**src/rtl/sw_array_sequencer_if.sv**
```systemverilog
// Stream, array-drive and score signals of sw_array_sequencer.
// slave is the sequencer's view; master is the upstream/array side.
interface sw_array_sequencer_if #(
   parameter int WIDTH = 10,
   parameter int LEN_W = 16
);
   logic [1:0]       q_base;
   logic             q_valid;
   logic             q_ready;
   logic [1:0]       r_base;
   logic             r_valid;
   logic             r_ready;
   logic [LEN_W-1:0] ref_len;
   logic [1:0]       arr_S;
   logic             arr_shift_S;
   logic             arr_store_S;
   logic [1:0]       arr_T;
   logic             arr_init;
   logic [WIDTH-1:0] arr_V;
   logic [WIDTH-1:0] score;
   logic             score_valid;
   logic             score_err;
   logic             busy;

   modport slave (
      input  q_base, q_valid, r_base, r_valid, ref_len, arr_V,
      output q_ready, r_ready, arr_S, arr_shift_S, arr_store_S, arr_T, arr_init,
             score, score_valid, score_err, busy
   );

   modport master (
      output q_base, q_valid, r_base, r_valid, ref_len, arr_V,
      input  q_ready, r_ready, arr_S, arr_shift_S, arr_store_S, arr_T, arr_init,
             score, score_valid, score_err, busy
   );
endinterface

```
**src/rtl/sw_array_sequencer.sv**
```systemverilog
// Sequences a Smith-Waterman systolic array: loads queries, streams references with an
// aligned store strobe, and collects the per-iteration max score through a delay line.
module sw_array_sequencer #(
   parameter int NUM_PES = 10,
   parameter int WIDTH   = 10,
   parameter int LEN_W   = 16
) (
   input logic                 clk,
   input logic                 rst,
   sw_array_sequencer_if.slave bus
);
   localparam int QCW = $clog2(NUM_PES + 1);

   localparam logic [1:0] ST_IDLE   = 2'd0;
   localparam logic [1:0] ST_STREAM = 2'd1;
   localparam logic [1:0] ST_WAIT   = 2'd2;

   localparam logic [QCW-1:0]   QCNT_FULL = QCW'(NUM_PES);
   localparam logic [QCW-1:0]   QCNT_ONE  = QCW'(1);
   localparam logic [LEN_W-1:0] LEN_ONE   = LEN_W'(1);

   logic [1:0]         state_q, state_d;
   logic [QCW-1:0]     qcnt_q, qcnt_d;
   logic [LEN_W-1:0]   rcnt_q, rcnt_d;
   logic [LEN_W-1:0]   len_q, len_d;
   logic               err_q, err_d;
   logic [NUM_PES-1:0] dl_init_q, dl_init_d;
   logic [NUM_PES-1:0] dl_last_q, dl_last_d;
   logic [NUM_PES-1:0] dl_err_q, dl_err_d;
   logic [WIDTH-1:0]   max_q, max_d;
   logic [WIDTH-1:0]   score_q, score_d;
   logic               score_valid_q, score_valid_d;
   logic               score_err_q, score_err_d;

   logic               qfull, stream_open, stream_done;
   logic               store, stream_acc, underrun, inject;
   logic               q_ready, q_acc;
   logic [LEN_W-1:0]   len_eff;
   logic               inj_last, inj_err;
   logic [WIDTH-1:0]   cand;

   // Handshakes and strobes are held low while rst is asserted so nothing leaks into the array.
   assign qfull       = (qcnt_q == QCNT_FULL);
   assign stream_open = (state_q == ST_STREAM) && (rcnt_q != len_q);
   assign stream_done = (state_q == ST_STREAM) && (rcnt_q == len_q);
   assign store       = !rst && qfull && bus.r_valid &&
                        ((state_q == ST_IDLE) || (state_q == ST_WAIT) || stream_done);
   assign stream_acc  = !rst && stream_open && bus.r_valid;
   assign underrun    = !rst && stream_open && !bus.r_valid;
   assign inject      = store || stream_acc;
   assign q_ready     = !rst && (qcnt_q < QCNT_FULL) && !store;
   assign q_acc       = q_ready && bus.q_valid;
   assign len_eff     = (bus.ref_len == '0) ? LEN_ONE : bus.ref_len;
   assign inj_last    = store ? (len_eff == LEN_ONE)
                              : (stream_acc && ((rcnt_q + LEN_ONE) == len_q));
   assign inj_err     = stream_acc && err_q;

   always_comb begin
      state_d = state_q;
      qcnt_d  = qcnt_q;
      rcnt_d  = rcnt_q;
      len_d   = len_q;
      err_d   = err_q;
      if (store) begin
         state_d = ST_STREAM;
         qcnt_d  = '0;
         rcnt_d  = LEN_ONE;
         len_d   = len_eff;
         err_d   = 1'b0;
      end else begin
         if (stream_done) state_d = ST_WAIT;
         if (q_acc)       qcnt_d  = qcnt_q + QCNT_ONE;
         if (stream_acc)  rcnt_d  = rcnt_q + LEN_ONE;
         if (underrun)    err_d   = 1'b1;
      end
   end

   // One stage per PE so the tail of the delay line lines up with arr_V of the same column.
   genvar gi;
   generate
      for (gi = 0; gi < NUM_PES; gi++) begin : g_dl
         if (gi == 0) begin : g_head
            assign dl_init_d[gi] = inject;
            assign dl_last_d[gi] = inj_last;
            assign dl_err_d[gi]  = inj_err;
         end else begin : g_tail
            assign dl_init_d[gi] = dl_init_q[gi-1];
            assign dl_last_d[gi] = dl_last_q[gi-1];
            assign dl_err_d[gi]  = dl_err_q[gi-1];
         end
      end
   endgenerate

   assign cand = (bus.arr_V > max_q) ? bus.arr_V : max_q;

   always_comb begin
      max_d         = max_q;
      score_d       = score_q;
      score_valid_d = 1'b0;
      score_err_d   = 1'b0;
      if (dl_init_q[NUM_PES-1]) begin
         if (dl_last_q[NUM_PES-1]) begin
            max_d         = '0;
            score_d       = cand;
            score_valid_d = 1'b1;
            score_err_d   = dl_err_q[NUM_PES-1];
         end else begin
            max_d = cand;
         end
      end
   end

   always_ff @(posedge clk) begin
      if (rst) begin
         state_q       <= ST_IDLE;
         qcnt_q        <= '0;
         rcnt_q        <= '0;
         len_q         <= '0;
         err_q         <= 1'b0;
         dl_init_q     <= '0;
         dl_last_q     <= '0;
         dl_err_q      <= '0;
         max_q         <= '0;
         score_q       <= '0;
         score_valid_q <= 1'b0;
         score_err_q   <= 1'b0;
      end else begin
         state_q       <= state_d;
         qcnt_q        <= qcnt_d;
         rcnt_q        <= rcnt_d;
         len_q         <= len_d;
         err_q         <= err_d;
         dl_init_q     <= dl_init_d;
         dl_last_q     <= dl_last_d;
         dl_err_q      <= dl_err_d;
         max_q         <= max_d;
         score_q       <= score_d;
         score_valid_q <= score_valid_d;
         score_err_q   <= score_err_d;
      end
   end

   assign bus.q_ready     = q_ready;
   assign bus.r_ready     = store || (!rst && stream_open);
   assign bus.arr_S       = q_acc ? bus.q_base : 2'b00;
   assign bus.arr_shift_S = q_acc;
   assign bus.arr_store_S = store;
   assign bus.arr_T       = inject ? bus.r_base : 2'b00;
   assign bus.arr_init    = inject;
   assign bus.score       = score_q;
   assign bus.score_valid = score_valid_q;
   assign bus.score_err   = score_err_q;
   assign bus.busy        = (state_q != ST_IDLE) || (|dl_init_q);
endmodule
```
**src/flat_wrapper.sv**
```systemverilog
// flat-port wrapper written by rule: the top's interface ports become plain ports
module sw_array_sequencer_flat 
#(
   parameter int NUM_PES = 10,
   parameter int WIDTH   = 10,
   parameter int LEN_W   = 16
)
  (clk, rst, bus_q_base, bus_q_valid, bus_r_base, bus_r_valid, bus_ref_len, bus_arr_V, bus_q_ready, bus_r_ready, bus_arr_S, bus_arr_shift_S, bus_arr_store_S, bus_arr_T, bus_arr_init, bus_score, bus_score_valid, bus_score_err, bus_busy);
  sw_array_sequencer_if #(.WIDTH(WIDTH), .LEN_W(LEN_W)) bus_i ();
  input logic clk;
  input logic rst;
  input wire logic [$bits(bus_i.q_base)-1:0] bus_q_base;
  input wire logic [$bits(bus_i.q_valid)-1:0] bus_q_valid;
  input wire logic [$bits(bus_i.r_base)-1:0] bus_r_base;
  input wire logic [$bits(bus_i.r_valid)-1:0] bus_r_valid;
  input wire logic [$bits(bus_i.ref_len)-1:0] bus_ref_len;
  input wire logic [$bits(bus_i.arr_V)-1:0] bus_arr_V;
  output wire logic [$bits(bus_i.q_ready)-1:0] bus_q_ready;
  output wire logic [$bits(bus_i.r_ready)-1:0] bus_r_ready;
  output wire logic [$bits(bus_i.arr_S)-1:0] bus_arr_S;
  output wire logic [$bits(bus_i.arr_shift_S)-1:0] bus_arr_shift_S;
  output wire logic [$bits(bus_i.arr_store_S)-1:0] bus_arr_store_S;
  output wire logic [$bits(bus_i.arr_T)-1:0] bus_arr_T;
  output wire logic [$bits(bus_i.arr_init)-1:0] bus_arr_init;
  output wire logic [$bits(bus_i.score)-1:0] bus_score;
  output wire logic [$bits(bus_i.score_valid)-1:0] bus_score_valid;
  output wire logic [$bits(bus_i.score_err)-1:0] bus_score_err;
  output wire logic [$bits(bus_i.busy)-1:0] bus_busy;
  assign bus_i.q_base = bus_q_base;
  assign bus_i.q_valid = bus_q_valid;
  assign bus_i.r_base = bus_r_base;
  assign bus_i.r_valid = bus_r_valid;
  assign bus_i.ref_len = bus_ref_len;
  assign bus_i.arr_V = bus_arr_V;
  assign bus_q_ready = bus_i.q_ready;
  assign bus_r_ready = bus_i.r_ready;
  assign bus_arr_S = bus_i.arr_S;
  assign bus_arr_shift_S = bus_i.arr_shift_S;
  assign bus_arr_store_S = bus_i.arr_store_S;
  assign bus_arr_T = bus_i.arr_T;
  assign bus_arr_init = bus_i.arr_init;
  assign bus_score = bus_i.score;
  assign bus_score_valid = bus_i.score_valid;
  assign bus_score_err = bus_i.score_err;
  assign bus_busy = bus_i.busy;
  sw_array_sequencer #(.NUM_PES(NUM_PES), .WIDTH(WIDTH), .LEN_W(LEN_W)) u_core (.clk(clk), .rst(rst), .bus(bus_i));
endmodule
```
**config.mk**
```make
export PLATFORM = sky130hd
export DESIGN_NAME = sw_array_sequencer_flat
export DESIGN_NICKNAME = d
export VERILOG_FILES = /design/src/rtl/sw_array_sequencer_if.sv /design/src/rtl/sw_array_sequencer.sv /design/src/flat_wrapper.sv
export SDC_FILE = /design/constraint.sdc
export NUM_CORES = 1
export LEC_CHECK = 0
export CAP_MARGIN = 20
export CORE_ASPECT_RATIO = 1.25
export CORE_MARGIN = 5
export CORE_UTILIZATION = 56
export CTS_BUF_LIST = sky130_fd_sc_hd__clkbuf_8
export DETAILED_ROUTE_END_ITERATION = 16
export GPL_ROUTABILITY_DRIVEN = 0
export GPL_TIMING_DRIVEN = 0
export PLACE_DENSITY = 0.9
export RECOVER_POWER = 50
export SYNTH_ARGS = -nofsm -noshare
export SYNTH_HDL_FRONTEND = slang
export SYNTH_SLANG_ARGS = --single-unit
```
**constraint.sdc**
```tcl
create_clock -name clk -period 3 [get_ports clk]
set_input_delay 0.6 -clock clk [delete_from_list [all_inputs] [get_ports clk]]
set_output_delay 0.6 -clock clk [all_outputs]
set_load 0.02 [all_outputs]
```
* After elaboration in Yosys (flattened, before gate mapping) *
Cells that the tools add are included.

operators by class
  add/sub/neg operators = 2
  $mul = 0
  div/mod/pow operators = 0
  $lt $le $gt $ge = 2
  eq/ne operators = 7
  shifts and indexed selects = 0
  mux-type cells = 11
  bitwise operators = 2
  reductions and logical operators = 31

operators with widths
  cell                   number
  $eq 16x16->1           2
  $mux 10                2
  $add 16x1->16 const B  1
  $eq 16x1->1 const B    1
  $logic_not 16->1       1
  $mux 16                1
  $ne 16x16->1           1
  $logic_and 1x1->1      13
  $gt 10x10->1           1
  $reduce_or 10->1       1
  $mux 1                 6
  $reduce_bool 2->1      3
  $logic_or 1x1->1       5
  $add 4x1->4 const B    1
  $eq 4x4->1 const B     1
  $lt 4x4->1 const B     1
  $mux 2                 2
  $reduce_or 2->1        2
  $logic_not 1->1        3
  $reduce_or 3->1        1
  $eq 2x1->1 const B     1
  $eq 2x2->1 const B     1
  $logic_not 2->1        1
  $not 1->1              2
  $reduce_and 2->1       1

storage, ports and cells
  bits in registers = 91
  latch bits = 0
  RAM bits = 0
  bits in read-only memories = 0
  input port bits = 34
  output and inout bits = 22
  word-level logic and storage cells = 69
  memories kept = 0

* Depth between registers and ports, before layout *
  word-level depth = 8
  depth in mapped cells = 9
  gate-level depth less buffers = 8

* Least setup slack after synthesis *
OpenSTA, ideal clock, no wires.

  kind = register to output
  start point = reg u_core.rcnt_q[12]
  end point = out bus_arr_T[0]
  arrival time = 2.434 ns
  data required time = 2.400 ns
  path slack = -0.034 ns
  cell stages (with the launch flop) = 8
  buffers on the path = 1
  cells stage by stage = dfxtp_1 -> xor2_1 -> or3_1 -> or3_1 -> o31ai_1 -> nand2_1 -> clkbuf_1 -> a21boi_0

on the way
  cells in the longest elaborated chain, start to end = 6
  elaborated cells on any way between the ends = 10
  those cells by class = 2 x eq/ne; 1 x mux; 7 x reduce/logical

RTL lines
  item                                                   RTL line                                            source
  start, declared                                        sw_array_sequencer.sv:24                            logic [LEN_W-1:0] rcnt_q, rcnt_d;
  start signal, assigned                                 sw_array_sequencer.sv:130                           rcnt_q <= rcnt_d;
  $eq 16x16->1 or $ne 16x16->1 (tied branches)           sw_array_sequencer.sv:45, sw_array_sequencer.sv:44
  $logic_and 1x1->1 (on tied branches)                   sw_array_sequencer.sv:45, sw_array_sequencer.sv:44
  $logic_or 1x1->1 or $logic_and 1x1->1 (tied branches)  sw_array_sequencer.sv:47, sw_array_sequencer.sv:48
  $logic_and 1x1->1 (on tied branches)                   sw_array_sequencer.sv:46, sw_array_sequencer.sv:48
  $logic_or 1x1->1 *                                     sw_array_sequencer.sv:50                            assign inject = store || stream_acc;
  $mux 2 *                                               sw_array_sequencer.sv:148                           assign bus.arr_T = inject ? bus.r_base : 2'b00;
  end, declared                                          flat_wrapper.sv:23                                  output wire logic [$bits(bus_i.arr_T)-1:0] bus_arr_T;

Mark *: on every way between the ends. The rest lies on a longest branch, timed or not.

* Worst setup path after layout *
  start point = reg u_core.rcnt_q[15]
  end point = out bus_arr_S[0]

on the way
  cells in the longest elaborated chain, start to end = 8

RTL lines
  item               RTL line                   source
  $eq 16x16->1       sw_array_sequencer.sv:45   assign stream_done = (state_q == ST_STREAM) && (rcnt_q == len_q);
  $logic_and 1x1->1  sw_array_sequencer.sv:45
  $logic_or 1x1->1   sw_array_sequencer.sv:47   ((state_q == ST_IDLE) || (state_q == ST_WAIT) || stream_done);
  $logic_and 1x1->1  sw_array_sequencer.sv:46   assign store = !rst && qfull && bus.r_valid &&
  $logic_not 1->1    sw_array_sequencer.sv:51   assign q_ready = !rst && (qcnt_q < QCNT_FULL) && !store;
  $logic_and 1x1->1  sw_array_sequencer.sv:51
  $logic_and 1x1->1  sw_array_sequencer.sv:52   assign q_acc = q_ready && bus.q_valid;
  $mux 2             sw_array_sequencer.sv:145  assign bus.arr_S = q_acc ? bus.q_base : 2'b00;
  end, declared      flat_wrapper.sv:20         output wire logic [$bits(bus_i.arr_S)-1:0] bus_arr_S;

No other way between the ends.

==> out/summary.txt <==
Outcome -> finished with violations
Violated checks -> setup timing
Post-DP HPWL -> 8410 um
Vias post-DR -> 4388
# rows -> 35
Ys async rst share -> 0
Synth cell types -> 50
WP data arrival -> 2.65 ns
Ys flop type -> dfxtp_1
Worst hold slack -> 0.448 ns
Crit path largest cell delay -> 0.43 ns
Min setup slack post-route -> -0.246 ns
Clock Skews -> 0.0113 ns
Total grt overflow -> 0
Antenna diodes -> 0
Finish-stage setup viols -> 9
Slowest CP cell -> or3_4
# nets final -> 627
Placeable Area -> 0.00744 mm^2
I/O pins -> 56
YS warnings -> 0
Antenna violations before repair -> 0
Post-route DRC -> 0
Synthesis-stage register bit count -> 91
Post-route cell area -> 0.00553 mm^2
Worst vdd ir -> 0.000316 V
Hold-critical path endpoint -> u_core.dl_last_q[5]
CP Data Required Time -> 2.40 ns
Wire per inst -> 20.5 um
Fillers -> 464
R2r setup slk -> 0.15 ns
Final Max Tran Viols -> 0
Die area -> 0.00952 mm^2
WP buf/inv -> 3
PwrDens -> 405 mW/mm^2
Clock buffer count from CTS -> 9
CTS max path bufs -> 2
Register Area -> 0.00184 mm^2
Fraction of layout cells with a size suffix above 1 -> 0.166
Crit path depth -> 9
Worst slew margin -> 0.532
Number of global-route vias before repair -> 4301
Synth area leader -> dfxtp_1
Top-area cell type share of the netlist area -> 0.425
Pwr Total -> 2.24 mW
Worst r2r src -> u_core.len_q[14]
Pre-antenna DRT Iters -> 5
Largest net degree at the start of global routing -> 20
Fmax achieved -> 308 MHz
CTS tree -> built
Clk_lat worst skew -> 0.39 ns
CP dominant cell by count -> buf_6
Final Cycle Share -> 1.08
Initial DRC count -> 451
Total routing usage reported by global routing -> 0.281
Crit end category -> output port
Post-synth EDFFs -> 0
Area Growth Syn to Fin -> 29.0%
Hold path start -> u_core.dl_last_q[4]
DP Area -> 0.00496 mm^2
Post-Place Worst Slack -> -1.06 ns
Critical-path maximum fanout -> 5
Die Width -> 88.3 um
# clock sinks -> 91
Synth Instances -> 496
Fin util -> 0.743
Worst Setup Start Kind -> register
Reg2Reg Depth -> 8
Synth top area cells -> dfxtp_1 42%, nor2b_1 4.4%, xnor2_1 3.9%
CP delay by family, top -> simple AND/OR/NAND/NOR gates
Port bufs -> 55
Minimum clock period -> 3.25 ns
Most frequent cell after synthesis -> dfxtp_1
Synth top cells by count -> 91 x dfxtp_1, 41 x nand2_1, 31 x a21oi_1, 30 x nor2b_1, 27 x o21ai_0
Clk slew on worst S/H paths -> 0.11 ns
Cell-by-cell trace of the critical path -> xnor2_1 > nand4_1 > or3_4 > o31ai_4 > buf_6 > a21oi_4 > buf_6 > and3_4 > buf_6
# Max-Cap Violations -> 0
RSZ-0062 raised after global routing -> yes
Post-Syn Area -> 0.00429 mm^2
Die Y -> 108 um
Actual slew at the worst max-slew pin -> 0.702 ns
ANT nets after route -> 0
First-pass GRT wire length -> 20900 um
Sequential area share after synthesis -> 0.425
Hold WC Path Type -> reg2reg
Initial Util -> 0.576
Hold path cells -> 1
Root Driver -> clkbuf_8
Final hold vios -> 0
Pleak -> 2.06 nW
Routed wire length -> 13800 um
Post-Syn Area per Cell -> 8.65 um^2
Reg2reg end -> u_core.len_q[9]
Vias per Instance -> 6.48
H-tree depth -> 3
Post-synthesis net count -> 543
Crit path kind -> reg2out
Multi-input logic area -> 0.00243 mm^2
[worst max path at each step]
stage                       from            to  slack [ns]
6_report       u_core.rcnt_q[15]  bus_arr_S[0]       -0.25
5_1_grt         u_core.rcnt_q[6]   bus_r_ready       -0.27
4_1_cts         u_core.rcnt_q[5]  bus_arr_S[0]       -0.19
3_5_place_dp                 rst  bus_arr_S[0]       -1.06
3_3_place_gp                 rst  bus_arr_T[1]       -0.98
2_1_floorplan  u_core.rcnt_q[12]  bus_arr_T[0]       -0.03
[repair_timing]
action | in CTS | in global routing
endpoints found under the setup margin | 9 | 10
pin swaps | 13 | 5
hold buffers | 0 | 0
gates resized for setup | 97 | 13
buffers inserted | 15 | 6
[cells in the final DEF (no fill, tap or decap), types with 3 or more instances in the layout]
master and n:
nand2_1 39, o21ai_1 8, xnor2_4 3, nor2b_1 30
or4_1 3, nand3_1 18, xnor2_1 11, ha_1 13
clkbuf_1 16, and3_1 5, mux2i_1 11, inv_8 3
a21oi_1 30, clkdlybuf4s50_1 34, a31oi_1 11, o31ai_1 3
o211ai_1 15, dlygate4sd3_1 12, buf_6 11, buf_4 23
o21a_1 6, nand4_1 9, buf_2 4, xnor2_2 5
o21ai_0 27, or3_1 13, nand2b_1 3, a21o_1 3
nor4_1 7, nor3_1 7, xor2_1 12, dfxtp_1 78
dfxtp_2 12, clkbuf_8 9, nor2_1 25, inv_1 18
and2_1 5
[cells by family after synthesis]
| family | after synthesis | synth area share |
|---|---|---|
| xor gates and xnor gates | 31 | 0.0633 |
| and+or+nand+nor | 179 | 0.223 |
| AOI/OAI and AO/OA | 119 | 0.173 |
| buffers and inverters | 51 | 0.0502 |
| muxes | 12 | 0.0283 |
| DFF | 91 | 0.425 |
| adders and majority gates | 13 | 0.0379 |
[state kept, by name, summed over array words and instances, names as in the netlist]
signal,count
u_core.bus.score,10
u_core.bus.score_err,1
u_core.bus.score_valid,1
u_core.dl_err_q,10
u_core.dl_init_q,10
u_core.dl_last_q,10
u_core.err_q,1
u_core.len_q,16
u_core.max_q,10
u_core.qcnt_q,4
u_core.rcnt_q,16
u_core.state_q,2
[layer usage]
layer	global-route usage	wire, um
met4	0.158	971
met1	0.305	4800
met2	0.495	6870
met5	0	0
met3	0.0597	1200
[area by class of cell]
type | instances | share of cell area
multi-input combinational | 354 | 0.440
inverter | 20 | 0.0138
buffer | 28 | 0.0301
tap | 92 | 0.0208
clock buffer | 9 | 0.0224
clock inverter | 7 | 0.0138
timing repair buffer | 76 | 0.127
sequential | 91 | 0.333
[report_power, final]
group | switching (mW) | internal, mW | leakage (nW) | total (mW)
Sequential | 0.00400 | 1.21 | 0.740 | 1.21
Clock | 0.538 | 0.333 | 0.103 | 0.871
Combinational | 0.0799 | 0.0772 | 1.22 | 0.157
[per-stage QoR]
step,std cells,setup TNS (ns)
floorplan,496,-0.0685
global placement,643,-13.43
detailed placement,643,-11.80
CTS,671,-0.946
global route,677,-1.75
finish,677,-1.44
No activity file was read; power rests on OpenSTA's default activity.
